--- config.mk ---
export PLATFORM = sky130hd
export DESIGN_NAME = conduit_rr_arbiter
export DESIGN_NICKNAME = d
export VERILOG_FILES = /design/src/rtl/conduit_rr_arbiter.sv
export SDC_FILE = /design/constraint.sdc
export NUM_CORES = 1
export LEC_CHECK = 0
export CORE_MARGIN = 1.5
export CORE_UTILIZATION = 25
export DETAILED_ROUTE_END_ITERATION = 7
export SLEW_MARGIN = 20
export SYNTH_ARGS = -nofsm -noshare
export SYNTH_HDL_FRONTEND = slang
export SYNTH_SLANG_ARGS = --single-unit
--- constraint.sdc ---
create_clock -name hclk -period 2 [get_ports hclk]
set_clock_uncertainty 0.2 [all_clocks]
set_input_delay 0.2 -clock hclk [delete_from_list [all_inputs] [get_ports hclk]]
set_output_delay 0.2 -clock hclk [all_outputs]
set_load 0.01 [all_outputs]
--- src/rtl/conduit_rr_arbiter.sv ---
// conduit_rr_arbiter
//   Shares one conduit target between NUM_REQ conduit requesters. Requests are
//   arbitrated round-robin. One transaction is in flight at a time. Completion
//   (ack, read data, error) goes back to the granted requester only. A target
//   that never acks is cut off after TIMEOUT ISSUE cycles with an error.
//
// Ports
//   hclk, hresetn            clock, asynchronous active-low reset
//   req_wr/req_rd            per-requester level requests, held until ack
//   req_addr/req_wdata       packed per-requester address / write data
//   req_rdata                shared read data, valid with req_ack
//   req_ack/req_slverr       one-cycle completion pulse / error qualifier
//   tgt_wr/tgt_rd            target strobes, level during ISSUE
//   tgt_addr/tgt_wdata       latched address / write data
//   tgt_rdata/tgt_ack/tgt_slverr  target response
//   grant_id                 current or last granted requester
//   busy                     high while a transaction is in ISSUE or RESP
module conduit_rr_arbiter #(
  parameter int unsigned NUM_REQ    = 2,
  parameter int unsigned DATA_WIDTH = 32,
  parameter int unsigned ADDR_WIDTH = 12,
  parameter int unsigned TIMEOUT    = 16
) (
  input  logic                             hclk,
  input  logic                             hresetn,
  input  logic [NUM_REQ-1:0]               req_wr,
  input  logic [NUM_REQ-1:0]               req_rd,
  input  logic [NUM_REQ*ADDR_WIDTH-1:0]    req_addr,
  input  logic [NUM_REQ*DATA_WIDTH-1:0]    req_wdata,
  output logic [DATA_WIDTH-1:0]            req_rdata,
  output logic [NUM_REQ-1:0]               req_ack,
  output logic [NUM_REQ-1:0]               req_slverr,
  output logic                             tgt_wr,
  output logic                             tgt_rd,
  output logic [ADDR_WIDTH-1:0]            tgt_addr,
  output logic [DATA_WIDTH-1:0]            tgt_wdata,
  input  logic [DATA_WIDTH-1:0]            tgt_rdata,
  input  logic                             tgt_ack,
  input  logic                             tgt_slverr,
  output logic [$clog2(NUM_REQ)-1:0]       grant_id,
  output logic                             busy
);

  localparam int unsigned GW = $clog2(NUM_REQ);
  localparam int unsigned CW = $clog2(TIMEOUT);
  localparam logic [GW:0]   NREQ_W   = (GW+1)'(NUM_REQ);
  localparam logic [GW-1:0] LAST_REQ = GW'(NUM_REQ - 1);
  localparam logic [CW-1:0] CNT_LAST = CW'(TIMEOUT - 1);

  typedef enum logic [1:0] {S_IDLE, S_ISSUE, S_RESP} state_t;

  state_t                  state_q, state_d;
  logic [GW-1:0]           rr_q, rr_d;
  logic [GW-1:0]           grant_q, grant_d;
  logic [ADDR_WIDTH-1:0]   addr_q, addr_d;
  logic [DATA_WIDTH-1:0]   wdata_q, wdata_d;
  logic                    dir_q, dir_d;      // 1 = write
  logic [CW-1:0]           cnt_q, cnt_d;
  logic [DATA_WIDTH-1:0]   rdata_q, rdata_d;
  logic                    err_q, err_d;

  logic [NUM_REQ-1:0]      pending;
  logic [NUM_REQ-1:0]      rot;
  logic [GW-1:0]           off;
  logic [GW:0]             gsum;
  logic [GW-1:0]           sel;

  // Round-robin pick: rotate the pending vector so rr_q lands at bit 0,
  // take the lowest set bit, then add rr_q back modulo NUM_REQ.
  always_comb begin
    pending = req_wr | req_rd;
    rot     = NUM_REQ'({pending, pending} >> rr_q);
    off     = '0;
    for (int i = int'(NUM_REQ) - 1; i >= 0; i--) begin
      if (rot[i]) off = GW'(i);
    end
    gsum = {1'b0, rr_q} + {1'b0, off};
    if (gsum >= NREQ_W) gsum = gsum - NREQ_W;
    sel = gsum[GW-1:0];
  end

  always_comb begin
    state_d = state_q;
    rr_d    = rr_q;
    grant_d = grant_q;
    addr_d  = addr_q;
    wdata_d = wdata_q;
    dir_d   = dir_q;
    cnt_d   = cnt_q;
    rdata_d = rdata_q;
    err_d   = err_q;

    case (state_q)
      S_IDLE: begin
        cnt_d = '0;
        if (|pending) begin
          grant_d = sel;
          for (int unsigned i = 0; i < NUM_REQ; i++) begin
            if (GW'(i) == sel) begin
              addr_d  = req_addr[i*ADDR_WIDTH +: ADDR_WIDTH];
              wdata_d = req_wdata[i*DATA_WIDTH +: DATA_WIDTH];
              dir_d   = req_wr[i];   // write wins when both are raised
            end
          end
          rr_d    = (sel == LAST_REQ) ? '0 : sel + 1'b1;
          state_d = S_ISSUE;
        end
      end

      S_ISSUE: begin
        cnt_d = cnt_q + 1'b1;
        // An ack arriving on the timeout cycle takes priority.
        if (tgt_ack) begin
          if (!dir_q) rdata_d = tgt_rdata;
          err_d   = tgt_slverr;
          state_d = S_RESP;
        end else if (cnt_q == CNT_LAST) begin
          err_d   = 1'b1;
          rdata_d = '0;
          state_d = S_RESP;
        end
      end

      S_RESP: begin
        cnt_d   = '0;
        state_d = S_IDLE;
      end

      default: state_d = S_IDLE;
    endcase
  end

  always_ff @(posedge hclk or negedge hresetn) begin
    if (!hresetn) begin
      state_q <= S_IDLE;
      rr_q    <= '0;
      grant_q <= '0;
      addr_q  <= '0;
      wdata_q <= '0;
      dir_q   <= 1'b0;
      cnt_q   <= '0;
      rdata_q <= '0;
      err_q   <= 1'b0;
    end else begin
      state_q <= state_d;
      rr_q    <= rr_d;
      grant_q <= grant_d;
      addr_q  <= addr_d;
      wdata_q <= wdata_d;
      dir_q   <= dir_d;
      cnt_q   <= cnt_d;
      rdata_q <= rdata_d;
      err_q   <= err_d;
    end
  end

  assign tgt_wr     = (state_q == S_ISSUE) &&  dir_q;
  assign tgt_rd     = (state_q == S_ISSUE) && !dir_q;
  assign tgt_addr   = addr_q;
  assign tgt_wdata  = wdata_q;
  assign req_rdata  = rdata_q;
  assign req_ack    = (state_q == S_RESP) ? (NUM_REQ'(1) << grant_q) : '0;
  assign req_slverr = (state_q == S_RESP && err_q) ? (NUM_REQ'(1) << grant_q) : '0;
  assign grant_id   = grant_q;
  assign busy       = (state_q != S_IDLE);

endmodule

==> metrics.txt <==
register area share after synthesis 52.3%; Critical Path RT 1600 ps; Worst Path Arrival 1470 ps; Core Area 0.0160 mm^2; wire per inst 17.1 um; Layout area overhead 67.2%; CP Cell Sequence buf_4 > nor2_4 > inv_2 > dlygate4sd2_1; fin. max-slew vios 0; Avg Cell Area, Syn 13.1 um^2; width of the die 131 um; Final Hold Violating Endpoints 0; total grt overflow 0; largest net degree at the start of global routing 48; Worst setup EP type primary output; Setup-failing EPs final 0; Antenna diodes 0; Tot Pwr 10.6 mW; commonest non-fill, non-tap cell in the layout clkdlybuf4s50_1; Via Count 3621; Worst path slowest cell dfrtp_2; gpl congestion 0.737; worst-case clock buffer depth 2; share of cells above drive strength 1 18.6%; Post-synth ARST share 100%; fin util 43.0%; CP Buf/Inv Count 3; status finished, final reports clean; Clock Latency Late Sink 340 ps; Tot GR Track Use 15.2%; setup TNS 0 ps; clock sinks 86; die height 131 um; initial cell density of the core 25.7%; Crit Path Max Fanout 7; Pleak 2.69 nW; Tcrit/Tclk final 93.3%; IO Pins 212; vias in the first global route 3969; Setup CP Type flop to primary output; final net count 657; initial antenna violation count 0; filler instances 1537; power per cell area 1540 mW/mm^2; yosys warns 0; slew margin rel. 67.4%; Die Area 0.0173 mm^2; Post-synth EDFFs 0; dpl hpwl 9090 um; Least-Margin Pin Slew 489 ps; total CTS buffers 9; Synth cell types 41; TritonRoute pass-1 iters 4; CP max stage delay 450 ps; Synth Register Bits 86; most frequent cells in the layout 203 x clkdlybuf4s50_1, 84 x dfrtp_1, 44 x o21bai_1; H-Tree Depth 3; CTS root buffer clkbuf_16; fmax 0.536 GHz; Total Wirelength 12800 um; first-pass GRT wire length 21000 um; synthesized cell area 0.00412 mm^2; DRT iter0 DRCs 147; CTS tree done; Clk pin slew, worst setup/hold paths 70 ps; post-synthesis cell count 314; Main synth FF type dfrtp_1; Worst path top cell family by delay buffers and inverters; worst hold-check path type input port to asynchronous set/reset pin; RSZ-0062 raised after global routing no; Post-route DRC 0; Site Rows 46; Avg Vias per Cell 4.83; min Tclk post-route 1870 ps; PortBufs 211; syn nets 443; Detail Route Antenna Nets 0; Worst setup SP type flop; VDD IR max 0.605 mV; count of max-cap constraint violations 0
## layout make-up
cell class              instances  area [um^2]  area share (%)
inverters                       3         11.3           0.164
flip-flops and latches         86         2150            31.3
repair buffers                235         2330            33.9
well taps                     216          270            3.93
clock inverters                 6         92.6            1.34
clock buffers                  10          239            3.47
multi-input cells             193         1780            25.9
## cells by family after synthesis
logic type	after synthesis	synth area share, %
flip-flops	86	52.3
adder cells (fa/ha/maj)	1	0.304
multiplexers	1	0.243
AO/OA/AOI/OAI	163	37.3
XOR/XNOR	3	0.638
buffers and inverters	35	4.98
AND/OR/NAND/NOR	25	4.22
## where the power goes
part           leakage, nW  switching, mW  internal, mW
logic                 1.55           2.22          3.21
registers            0.989          0.673          2.61
clock network        0.156          0.725          1.14
## through the flow
stage	std cells	hold slack (ps)	worst slack, ps	cell area (um^2)
final	749	38.9	133	6880
after global routing	749	48.4	69.0	6880
after CTS	749	25.2	91.7	6880
after detailed placement	731	-147	78.8	6540
after global placement	731	-147	113	6540
after floorplan	314	-296	400	4120
## worst register-to-register path, cell delays in order (launching register included)
cell and delay (ps):
dfrtp_2 450, buf_4 160, nor2_4 170, inv_2 60, buf_4 280, o21bai_1 240
o221a_2 190
## synthesized netlist by cell type (2+ instances only)
library cell,n,share of area [%]
buf_2,14,1.7
nand2_1,2,0.18
o21bai_1,44,8.0
nor2_1,4,0.36
clkbuf_1,7,0.64
buf_4,7,1.3
a22oi_1,23,4.2
nand2b_1,2,0.30
nor2b_1,2,0.30
buf_6,4,1.1
a22oi_2,9,2.7
xnor2_1,3,0.64
and2_1,6,0.91
o21ai_0,2,0.24
dfrtp_1,86,52
o221a_2,29,7.9
inv_1,2,0.18
o2bb2ai_1,22,4.7
o2bb2ai_2,10,3.6
o221a_1,15,4.1
## registers in the layout, indices dropped and copies added, names as in the netlist
register	flops
tgt_addr	12
dir_q	1
cnt_q	4
rr_q	1
grant_id	1
state_q	2
tgt_wdata	32
req_rdata	32
err_q	1
## routing by layer
metal | global-route usage, % | routed length (um) | part of all wire, % | up-vias
met1 | 19.4 | 5780 | 45 | 1768
li1 | - | - | - | 1690
met2 | 25.2 | 6030 | 47 | 153
met4 | 5.25 | 163 | 1.3 | 0
met3 | 3.78 | 805 | 6.3 | 10
met5 | 0 | 0 | 0 | -
## worst paths after layout
kind                               start             to  slack, ps  depth (start not counted)
min in group hclk          req_wdata[33]   tgt_wdata[1]        290                          2
hold reg to reg                    err_q          err_q        310                          1
setup reg to reg              state_q[0]  tgt_wdata[15]        200                          6
max in group asynchronous        hresetn     state_q[1]        990                          3
hold / removal                   hresetn  req_rdata[15]         40                          2
setup / recovery              state_q[0]           busy        130                          4
## what timing repair did
| action | 4_1_cts | 5_1_grt |
|---|---|---|
| buffers inserted | 1 | 0 |
| endpoints found under the hold margin | 86 | 0 |
| hold buffers | 1 | 0 |
| gates resized for setup | 10 | 0 |
| endpoints found under the setup margin | 7 | 0 |
Note: power is estimated with default switching activity, not from simulation.
